`src/rtl/alu_operand_pkg.sv`:
```
// Shared definitions for the ALU operand selector.
// Holds the legacy select codes, default geometry and a slice helper used
// to pull one channel's select code out of a packed select bus.
package alu_operand_pkg;

  // Legacy select codes; 6 and 7 are spare src_bus slots with default geometry.
  localparam int unsigned SEL_ZERO = 0;
  localparam int unsigned SEL_IR   = 1;
  localparam int unsigned SEL_IDX  = 2;
  localparam int unsigned SEL_IDY  = 3;
  localparam int unsigned SEL_R1   = 4;
  localparam int unsigned SEL_R5   = 5;

  localparam int unsigned DEFAULT_DATA_W  = 16;
  localparam int unsigned DEFAULT_SEL_W   = 3;
  localparam int unsigned DEFAULT_NUM_SRC = 8;
  localparam int unsigned DEFAULT_NUM_CH  = 2;

  // Returns field 'ch' of width 'w' from a packed bus of up to 32 bits.
  function automatic logic [31:0] chan_slice(input logic [31:0] bus,
                                             input int unsigned ch,
                                             input int unsigned w);
    logic [31:0] mask;
    mask = (w >= 32) ? '1 : ((32'd1 << w) - 32'd1);
    return (bus >> (ch * w)) & mask;
  endfunction

endpackage

```
`src/rtl/alu_operand_skid.sv`:
```
// Generic 2-entry valid/ready FIFO buffer.
// Ports:
//   clk, rst_n         clock, asynchronous active-low reset
//   i_valid / o_ready  upstream handshake; o_ready depends on state only
//   i_data             entry written on an upstream transfer
//   o_valid / i_ready  downstream handshake
//   o_data             head entry, held stable while stalled
module alu_operand_skid #(
  parameter int unsigned WIDTH = 34
) (
  input  logic             clk,
  input  logic             rst_n,
  input  logic             i_valid,
  output logic             o_ready,
  input  logic [WIDTH-1:0] i_data,
  output logic             o_valid,
  input  logic             i_ready,
  output logic [WIDTH-1:0] o_data
);

  logic [1:0]       r_count;
  logic [WIDTH-1:0] r_head;
  logic [WIDTH-1:0] r_tail;
  logic             w_push;
  logic             w_pop;

  assign o_ready = (r_count != 2'd2);
  assign o_valid = (r_count != 2'd0);
  assign o_data  = r_head;
  assign w_push  = i_valid && o_ready;
  assign w_pop   = o_valid && i_ready;

  always_ff @(posedge clk or negedge rst_n) begin
    if (!rst_n) begin
      r_count <= 2'd0;
      r_head  <= '0;
      r_tail  <= '0;
    end else begin
      case (r_count)
        2'd0: begin
          if (w_push) begin
            r_head  <= i_data;
            r_count <= 2'd1;
          end
        end
        2'd1: begin
          // Push with pop: the new entry replaces the departing head directly.
          if (w_push && w_pop) begin
            r_head <= i_data;
          end else if (w_push) begin
            r_tail  <= i_data;
            r_count <= 2'd2;
          end else if (w_pop) begin
            r_count <= 2'd0;
          end
        end
        2'd2: begin
          if (w_pop) begin
            r_head  <= r_tail;
            r_count <= 2'd1;
          end
        end
        default: r_count <= 2'd0;
      endcase
    end
  end

endmodule

```
`src/rtl/alu_operand_sel.sv`:
```
// ALU operand selector: picks NUM_CH operands per request from a shared bank
// of source registers, forwards a same-cycle write-back, flags illegal codes,
// and buffers the result in a 2-entry valid/ready FIFO.
// Ports:
//   clk, rst_n                 clock, asynchronous active-low reset
//   i_src_bus                  sources for codes 1..NUM_SRC-1, code k at (k-1)*DATA_W
//   i_in_valid / o_in_ready    request handshake
//   i_in_sel                   per-channel select code, channel c at c*SEL_W
//   i_wb_en/i_wb_sel/i_wb_data write-back forwarded into the accepted request
//   o_out_valid / i_out_ready  result handshake
//   o_out_data / o_out_err     head entry operands and illegal-code flags
//   o_err_sticky / i_err_clr   sticky illegal-code flag and its clear
// The select bus is extracted through a 32-bit helper, so NUM_CH*SEL_W <= 32.
module alu_operand_sel
  import alu_operand_pkg::*;
#(
  parameter int unsigned DATA_W  = DEFAULT_DATA_W,
  parameter int unsigned NUM_SRC = DEFAULT_NUM_SRC,
  parameter int unsigned SEL_W   = DEFAULT_SEL_W,
  parameter int unsigned NUM_CH  = DEFAULT_NUM_CH
) (
  input  logic                        clk,
  input  logic                        rst_n,
  input  logic [(NUM_SRC-1)*DATA_W-1:0] i_src_bus,
  input  logic                        i_in_valid,
  output logic                        o_in_ready,
  input  logic [NUM_CH*SEL_W-1:0]     i_in_sel,
  input  logic                        i_wb_en,
  input  logic [SEL_W-1:0]            i_wb_sel,
  input  logic [DATA_W-1:0]           i_wb_data,
  output logic                        o_out_valid,
  input  logic                        i_out_ready,
  output logic [NUM_CH*DATA_W-1:0]    o_out_data,
  output logic [NUM_CH-1:0]           o_out_err,
  output logic                        o_err_sticky,
  input  logic                        i_err_clr
);

  localparam int unsigned ENTRY_W = NUM_CH * (DATA_W + 1);

  logic [NUM_CH*DATA_W-1:0] w_cap_data;
  logic [NUM_CH-1:0]        w_cap_err;
  logic [ENTRY_W-1:0]       w_head;
  logic                     w_accept;
  logic                     r_err_sticky;

  for (genvar c = 0; c < NUM_CH; c++) begin : g_ch
    logic [SEL_W-1:0]  w_code;
    logic [DATA_W-1:0] w_val;
    logic              w_bad;

    assign w_code = SEL_W'(chan_slice(32'(i_in_sel), c, SEL_W));

    always_comb begin
      w_val = '0;
      w_bad = 1'b0;
      if (int'(w_code) == SEL_ZERO) begin
        w_val = '0;
      end else if (int'(w_code) < NUM_SRC) begin
        // Code 0 never reaches here, so a write-back to code 0 never forwards.
        if (i_wb_en && (i_wb_sel == w_code)) begin
          w_val = i_wb_data;
        end else begin
          w_val = i_src_bus[(int'(w_code) - 1) * DATA_W +: DATA_W];
        end
      end else begin
        w_bad = 1'b1;
      end
    end

    assign w_cap_data[c*DATA_W +: DATA_W] = w_val;
    assign w_cap_err[c]                   = w_bad;
  end

  assign w_accept = i_in_valid && o_in_ready;

  alu_operand_skid #(
    .WIDTH (ENTRY_W)
  ) u_skid (
    .clk     (clk),
    .rst_n   (rst_n),
    .i_valid (i_in_valid),
    .o_ready (o_in_ready),
    .i_data  ({w_cap_err, w_cap_data}),
    .o_valid (o_out_valid),
    .i_ready (i_out_ready),
    .o_data  (w_head)
  );

  assign o_out_data = w_head[NUM_CH*DATA_W-1:0];
  assign o_out_err  = w_head[ENTRY_W-1 -: NUM_CH];

  // A new error in the same cycle as a clear takes priority.
  always_ff @(posedge clk or negedge rst_n) begin
    if (!rst_n) begin
      r_err_sticky <= 1'b0;
    end else if (w_accept && (|w_cap_err)) begin
      r_err_sticky <= 1'b1;
    end else if (i_err_clr) begin
      r_err_sticky <= 1'b0;
    end
  end

  assign o_err_sticky = r_err_sticky;

endmodule
```
`config.mk`:
```
export PLATFORM = sky130hd
export DESIGN_NAME = alu_operand_sel
export DESIGN_NICKNAME = d
export VERILOG_FILES = /design/src/rtl/alu_operand_pkg.sv /design/src/rtl/alu_operand_skid.sv /design/src/rtl/alu_operand_sel.sv
export SDC_FILE = /design/constraint.sdc
export NUM_CORES = 1
export LEC_CHECK = 0
export CAP_MARGIN = 10
export CORE_MARGIN = 2
export CORE_UTILIZATION = 30
export DETAILED_ROUTE_END_ITERATION = 8
export HOLD_SLACK_MARGIN = 0.06
export SETUP_SLACK_MARGIN = 0.3
export SLEW_MARGIN = 20
export SYNTH_ARGS = -nofsm -noshare
export SYNTH_HDL_FRONTEND = slang
export SYNTH_SLANG_ARGS = --single-unit
```
`constraint.sdc`:
```
create_clock -name clk -period 2.6 [get_ports clk]
set_clock_uncertainty 0.2 [all_clocks]
set_input_delay 0.78 -clock clk [delete_from_list [all_inputs] [get_ports clk]]
set_output_delay 0.78 -clock clk [all_outputs]
set_load 0.005 [all_outputs]
```
# == Yosys cells after proc, flatten, opt, wreduce, memory -nomap -nowiden ==
# Index checks and enable logic that the tools add are counted.
# op_classes
bitwise_logic,1
n_mux,14
n_shift,2
n_eq_ne,10
n_mul,0
n_addsub,2
n_reduce_logical,13
magnitude_cmp,0
div_mod_pow,0
# ops
operator,count
variable part select 112 x 33 -> 16 bit,2
two-way mux 34 bit,3
case mux 34 bit (3 select lines),1
two-way mux 16 bit,4
two-way mux 2 bit,5
AND reduction 4 bit,2
subtractor 3 x 1 -> 4 bit (second input constant),2
equality test 3 bit,2
logical NOT 3 bit,2
inequality test 2 x 1 -> 1 bit (second input constant),3
case mux 2 bit (3 select lines),1
logical AND 1 bit,5
inequality test 2 bit (second input constant),2
inequality test 3 x 1 -> 1 bit (second input constant),1
AND reduction 3 bit,1
nonzero test 3 bit,1
equality test 2 x 1 -> 1 bit (second input constant),1
equality test 2 bit (second input constant),1
logical NOT 2 bit,1
nonzero test 2 bit,1
NOT 1 bit,1
# totals
reg_bits,68
n_memories,0
inputBits,143
output_inout_bits,37
ram_bits,0
latch_bits,0
rom_bits,0

# == Depth between registers and ports, before layout ==
# depth
depth_word,6
ltp_mapped,12
ltp_nobuf,7

# == Hierarchy ==
# From an unflattened synthesis, not the netlist that was laid out.
# hier_totals
cells_unflattened,533
area_unflattened_um2,5795.6
# modules_own_cells
module,instances,cells_each,area_each_um2
alu_operand_skid,1,197,3316.9
alu_operand_sel,1,336,2478.6

# == Worst setup path after synthesis ==
# Ideal clock, no wire load.
# synth_timing
path_type,input port to flip-flop
startpoint,input port i_in_sel[0]
endpoint,register u_skid.r_head[5] (netlist: u_skid.o_data[5])
path_stages,11
arrival_time_ns,3.008
path_slack_ns,-0.730
path_buffers,5
path_cell_list,buf_2 > buf_2 > inv_1 > ha_1 > buf_2 > buf_2 > buf_2 > mux4_2 > o21ai_0 > nor2_1 > o22a_1
# synth_via
elab_chain_len,6
word_cells_on_any_way,10
classes_between,add/sub: 1; eq/ne: 1; shift: 1; mux: 5; reduce/logical: 2
# synth_lines
item,line_no,text
"start, declared",alu_operand_sel.sv:27,"input logic [NUM_CH*SEL_W-1:0] i_in_sel,"
subtractor 3 x 1 -> 4 bit / equality test 3 bit (equally long branches),"alu_operand_sel.sv:64, alu_operand_sel.sv:61",
variable part select 112 x 33 -> 16 bit / logical AND 1 bit (equally long branches),"alu_operand_sel.sv:64, alu_operand_sel.sv:61",
two-way mux 16 bit,alu_operand_sel.sv:61,if (i_wb_en && (i_wb_sel == w_code)) begin
two-way mux 16 bit (*),alu_operand_sel.sv:57,if (int'(w_code) == SEL_ZERO) begin
"two-way mux 34 bit, on equally long branches","alu_operand_skid.sv:48, alu_operand_skid.sv:41",
case mux 34 bit (3 select lines) (*),alu_operand_skid.sv:39,case (r_count)
"end signal, assigned",alu_operand_skid.sv:42,r_head <= i_data;
"end signal, assigned",alu_operand_skid.sv:49,r_head <= i_data;
"end signal, assigned",alu_operand_skid.sv:59,r_head <= r_tail;
"end, declared",alu_operand_skid.sv:22,logic [WIDTH-1:0] r_head;
# Every way passes the cells marked *; elsewhere a longest branch is shown, timed or not. The select of a mux whose other input is x is not followed.
# A chain may end at the register's enable or synchronous reset.

# == Worst setup path in the final report ==
# layout_timing
startpoint,input port i_in_sel[4]
endpoint,register u_skid.r_head[21] (netlist: u_skid.o_data[21])
# The elaborated chain is that of the path after synthesis.

==> impl_metrics.prom <==
# TYPE chip_impl_metric gauge
chip_impl_info{name="ys_top_cells_by_area",value="sky130_fd_sc_hd__dfrtp_1 32%, sky130_fd_sc_hd__mux4_2 14%, sky130_fd_sc_hd__mux2i_1 6.2%"} 1
chip_impl_metric{name="gr-total-overflow",unit=""} 0
chip_impl_info{name="min_path_type",value="in -> async"} 1
chip_impl_metric{name="timing.max_slew.rel_slack",unit="%"} 56.7
chip_impl_info{name="ctsRootBufferMaster",value="sky130_fd_sc_hd__clkbuf_16"} 1
chip_impl_metric{name="drt_iter0_drc",unit=""} 350
chip_impl_info{name="netlist.top_cell.by_area",value="sky130_fd_sc_hd__dfrtp_1"} 1
chip_impl_info{name="cts_tree",value="yes"} 1
chip_impl_metric{name="clk_buf_depth",unit=""} 2
chip_impl_info{name="setup.worst_path.start_class",value="input pin"} 1
chip_impl_metric{name="post_drt_wl_per_cell",unit="µm"} 21.1
chip_impl_metric{name="synth_edf_count",unit=""} 0
chip_impl_metric{name="synth_unique_cells",unit=""} 52
chip_impl_metric{name="synthCells",unit=""} 502
chip_impl_metric{name="fin_cells",unit=""} 986
chip_impl_metric{name="first_pass_drt_iterations",unit=""} 5
chip_impl_metric{name="synth-seq-area-share",unit="%"} 32.1
chip_impl_metric{name="worst_ir_drop_vdd",unit="mV"} 0.250
chip_impl_metric{name="clock_sink_count",unit=""} 66
chip_impl_metric{name="first_global_vias",unit=""} 5661
chip_impl_info{name="layout_commonest_cell",value="sky130_fd_sc_hd__clkdlybuf4s50_1"} 1
chip_impl_metric{name="power_density",unit="nW/µm²"} 595
chip_impl_metric{name="cp_max_fo",unit=""} 7
chip_impl_metric{name="placeableCoreArea",unit="µm²"} 16700
chip_impl_metric{name="h_tree_levels",unit=""} 3
chip_impl_metric{name="post_cts_hold_buffer_count",unit=""} 0
chip_impl_metric{name="synthArstFlopShare",unit="%"} 100
chip_impl_info{name="status",value="finished, final reports clean"} 1
chip_impl_metric{name="timing.final.max_slew_violations",unit=""} 0
chip_impl_metric{name="buffer_ports.inserted",unit=""} 175
chip_impl_metric{name="yosysWarnings",unit=""} 0
chip_impl_metric{name="numPlacedInstances",unit=""} 931
chip_impl_info{name="most_frequent_cells_in_the_layout",value="161 x sky130_fd_sc_hd__clkdlybuf4s50_1, 71 x sky130_fd_sc_hd__buf_4, 64 x sky130_fd_sc_hd__dfrtp_1"} 1
chip_impl_metric{name="post-place-ws",unit="ps"} -636
chip_impl_metric{name="setup_violations",unit=""} 0
chip_impl_metric{name="utilization",unit="%"} 55.4
chip_impl_metric{name="synthToLayoutAreaGrowth",unit="%"} 79.4
chip_impl_metric{name="finalWorstPathRequiredPeriod",unit="ps"} 2420
chip_impl_metric{name="mappedNetlistArea",unit="µm²"} 5150
chip_impl_metric{name="avgSynthCellArea",unit="µm²"} 10.3
chip_impl_metric{name="die-width",unit="µm"} 135
chip_impl_info{name="yosys_most_used_dff",value="sky130_fd_sc_hd__dfrtp_1"} 1
chip_impl_metric{name="post_drt_via_cell_ratio",unit=""} 5.62
chip_impl_metric{name="floorplan.initialDensity",unit="%"} 30.9
chip_impl_metric{name="floorplan.io_pins",unit=""} 180
chip_impl_metric{name="drive_above_1_share",unit="%"} 35.2
chip_impl_metric{name="route.antenna.remaining_nets",unit=""} 0
chip_impl_metric{name="first_pass_grt_wire_length",unit="µm"} 31200
chip_impl_info{name="cp-end-kind",value="register"} 1
chip_impl_metric{name="worst_pin_slew",unit="ps"} 648
chip_impl_metric{name="arrival",unit="ps"} 2430
chip_impl_metric{name="p_leak",unit="nW"} 3.71
chip_impl_metric{name="finalNetCount",unit=""} 910
chip_impl_metric{name="maximum_number_of_pins_on_one_net_before_global_route_repair",unit=""} 67
chip_impl_info{name="unrepaired_setup_endpoints_after_global_routing",value="yes"} 1
chip_impl_metric{name="min_period_over_period",unit="%"} 93.0
chip_impl_metric{name="clock.fmax",unit="MHz"} 414
chip_impl_metric{name="worstSkewPairLatency",unit="ps"} 330
chip_impl_metric{name="die-area",unit="µm²"} 18200
chip_impl_metric{name="synth_seq_cells",unit=""} 66
chip_impl_metric{name="yosysTopAreaCellShare",unit="%"} 32.1
chip_impl_metric{name="clk_pin_slew",unit="ps"} 50
chip_impl_metric{name="dp_hpwl",unit="µm"} 15200
chip_impl_metric{name="row_count",unit=""} 47
chip_impl_metric{name="tritoncts.num_buffers",unit=""} 9
chip_impl_metric{name="via_count",unit=""} 5544
chip_impl_metric{name="critPathRequiredTime",unit="ps"} 2610
chip_impl_info{name="worst-setup-path-type",value="in -> reg"} 1
chip_impl_metric{name="grt_resource_usage_total",unit="%"} 22.1
chip_impl_metric{name="diodes",unit=""} 0
chip_impl_metric{name="antenna_found_initial",unit=""} 0
chip_impl_metric{name="die_height",unit="µm"} 135
chip_impl_metric{name="number_of_max_cap_violations",unit=""} 0
chip_impl_metric{name="gp_congestion",unit=""} 0.869
chip_impl_metric{name="setup_slack",unit="ps"} 182
chip_impl_metric{name="drt_wl_total",unit="µm"} 20800
chip_impl_metric{name="hold_violations",unit=""} 0
chip_impl_metric{name="reg2reg_slack",unit="ps"} 450
chip_impl_metric{name="sum_of_negative_setup_slack",unit="ps"} 0
chip_impl_metric{name="drc_errors",unit=""} 0
per-stage QoR:
stage | hold slack [ps] | power, W | instance area, µm²
final | 246 | 0.00550 | 9250
after global placement | 262 | 0.00386 | 7900
after CTS | 273 | 0.00539 | 8940
after global routing | 288 | 0.00579 | 9250
after detailed placement | 275 | 0.00392 | 7900
after floorplan | 249 | 0.00274 | 5480
logic make-up after synthesis:
logic type,count (synthesis),share of synthesized area [%]
other,1,0.0728
adder cells (fa/ha/maj),4,0.971
buffers and inverters,55,4.81
XOR/XNOR,9,1.68
flip-flops,66,32.1
AND/OR/NAND/NOR,85,8.35
multiplexers,79,23.5
AO/OA/AOI/OAI,203,28.6
timing repair:
action,4_1_cts,5_1_grt
setup endpoints to repair,66,65
gates resized for setup,109,53
endpoints found under the hold margin,0,0
buffers inserted,19,13
gates cloned,7,2
pin swaps,33,33
sequential cells by signal, indices dropped and copies added, names as in the netlist:
| signal | count |
|---|---|
| u_skid.o_data | 32 |
| u_skid.r_count | 2 |
| u_skid.r_tail | 32 |
path summary, 6_finish.rpt:
path	to	from	depth (start not counted)
hold / removal	u_skid.o_data[30]	rst_n	2
max in group asynchronous	u_skid.o_data[5]	rst_n	2
min in group clk	u_skid.r_tail[14]	u_skid.r_tail[14]	2
hold reg to reg	u_skid.r_tail[14]	u_skid.r_tail[14]	2
setup reg to reg	u_skid.o_data[6]	u_skid.r_count[0]	8
setup / recovery	u_skid.o_data[21]	i_in_sel[4]	10
cells in the mapped netlist (6+ instances only):
cell / number
sky130_fd_sc_hd__a21oi_1: 6
sky130_fd_sc_hd__a221o_1: 28
sky130_fd_sc_hd__a22oi_1: 41
sky130_fd_sc_hd__a2bb2oi_1: 13
sky130_fd_sc_hd__buf_2: 18
sky130_fd_sc_hd__clkbuf_1: 24
sky130_fd_sc_hd__dfrtp_1: 66
sky130_fd_sc_hd__inv_1: 7
sky130_fd_sc_hd__mux2_2: 15
sky130_fd_sc_hd__mux2i_1: 32
sky130_fd_sc_hd__mux4_2: 32
sky130_fd_sc_hd__nand2_1: 13
sky130_fd_sc_hd__nand3_1: 6
sky130_fd_sc_hd__nor2_1: 37
sky130_fd_sc_hd__o21ai_0: 61
sky130_fd_sc_hd__o22a_1: 14
sky130_fd_sc_hd__o2bb2ai_1: 13
sky130_fd_sc_hd__xnor2_1: 7
per-layer routing:
| layer | wire, µm | share of wire, % | GRT usage, % |
|---|---|---|---|
| met5 | 0 | 0 | 0 |
| met4 | 420 | 2.0 | 7.12 |
| met3 | 1470 | 7.0 | 5.41 |
| met2 | 10500 | 50 | 37.3 |
| met1 | 8430 | 40 | 27.9 |
power by group:
group	switching (W)	total, W	internal, W	leakage, nW
Clock	0.000420	0.00120	0.000783	0.141
Combinational	0.00104	0.00262	0.00157	2.76
Sequential	0.000262	0.00168	0.00142	0.807
worst max-delay path: stages:
cell and delay (ps):
sky130_fd_sc_hd__buf_6 90, sky130_fd_sc_hd__inv_4 40, sky130_fd_sc_hd__ha_4 380, sky130_fd_sc_hd__buf_12 150, sky130_fd_sc_hd__buf_16 120, sky130_fd_sc_hd__mux4_2 300, sky130_fd_sc_hd__mux2i_1 190, sky130_fd_sc_hd__buf_4 180
sky130_fd_sc_hd__a2bb2oi_2 130, sky130_fd_sc_hd__o21ai_1 70
cell type report:
class,instances,area (µm²)
Inverter,7,46.3
Timing Repair Buffer,295,3170
Clock inverter,2,37.5
Tap cell,220,275
Clock buffer,12,256
Fill cell,1394,7460
Sequential cell,66,1650
Multi-Input combinational cell,384,3800
Note: power is estimated with default switching activity, not from simulation.
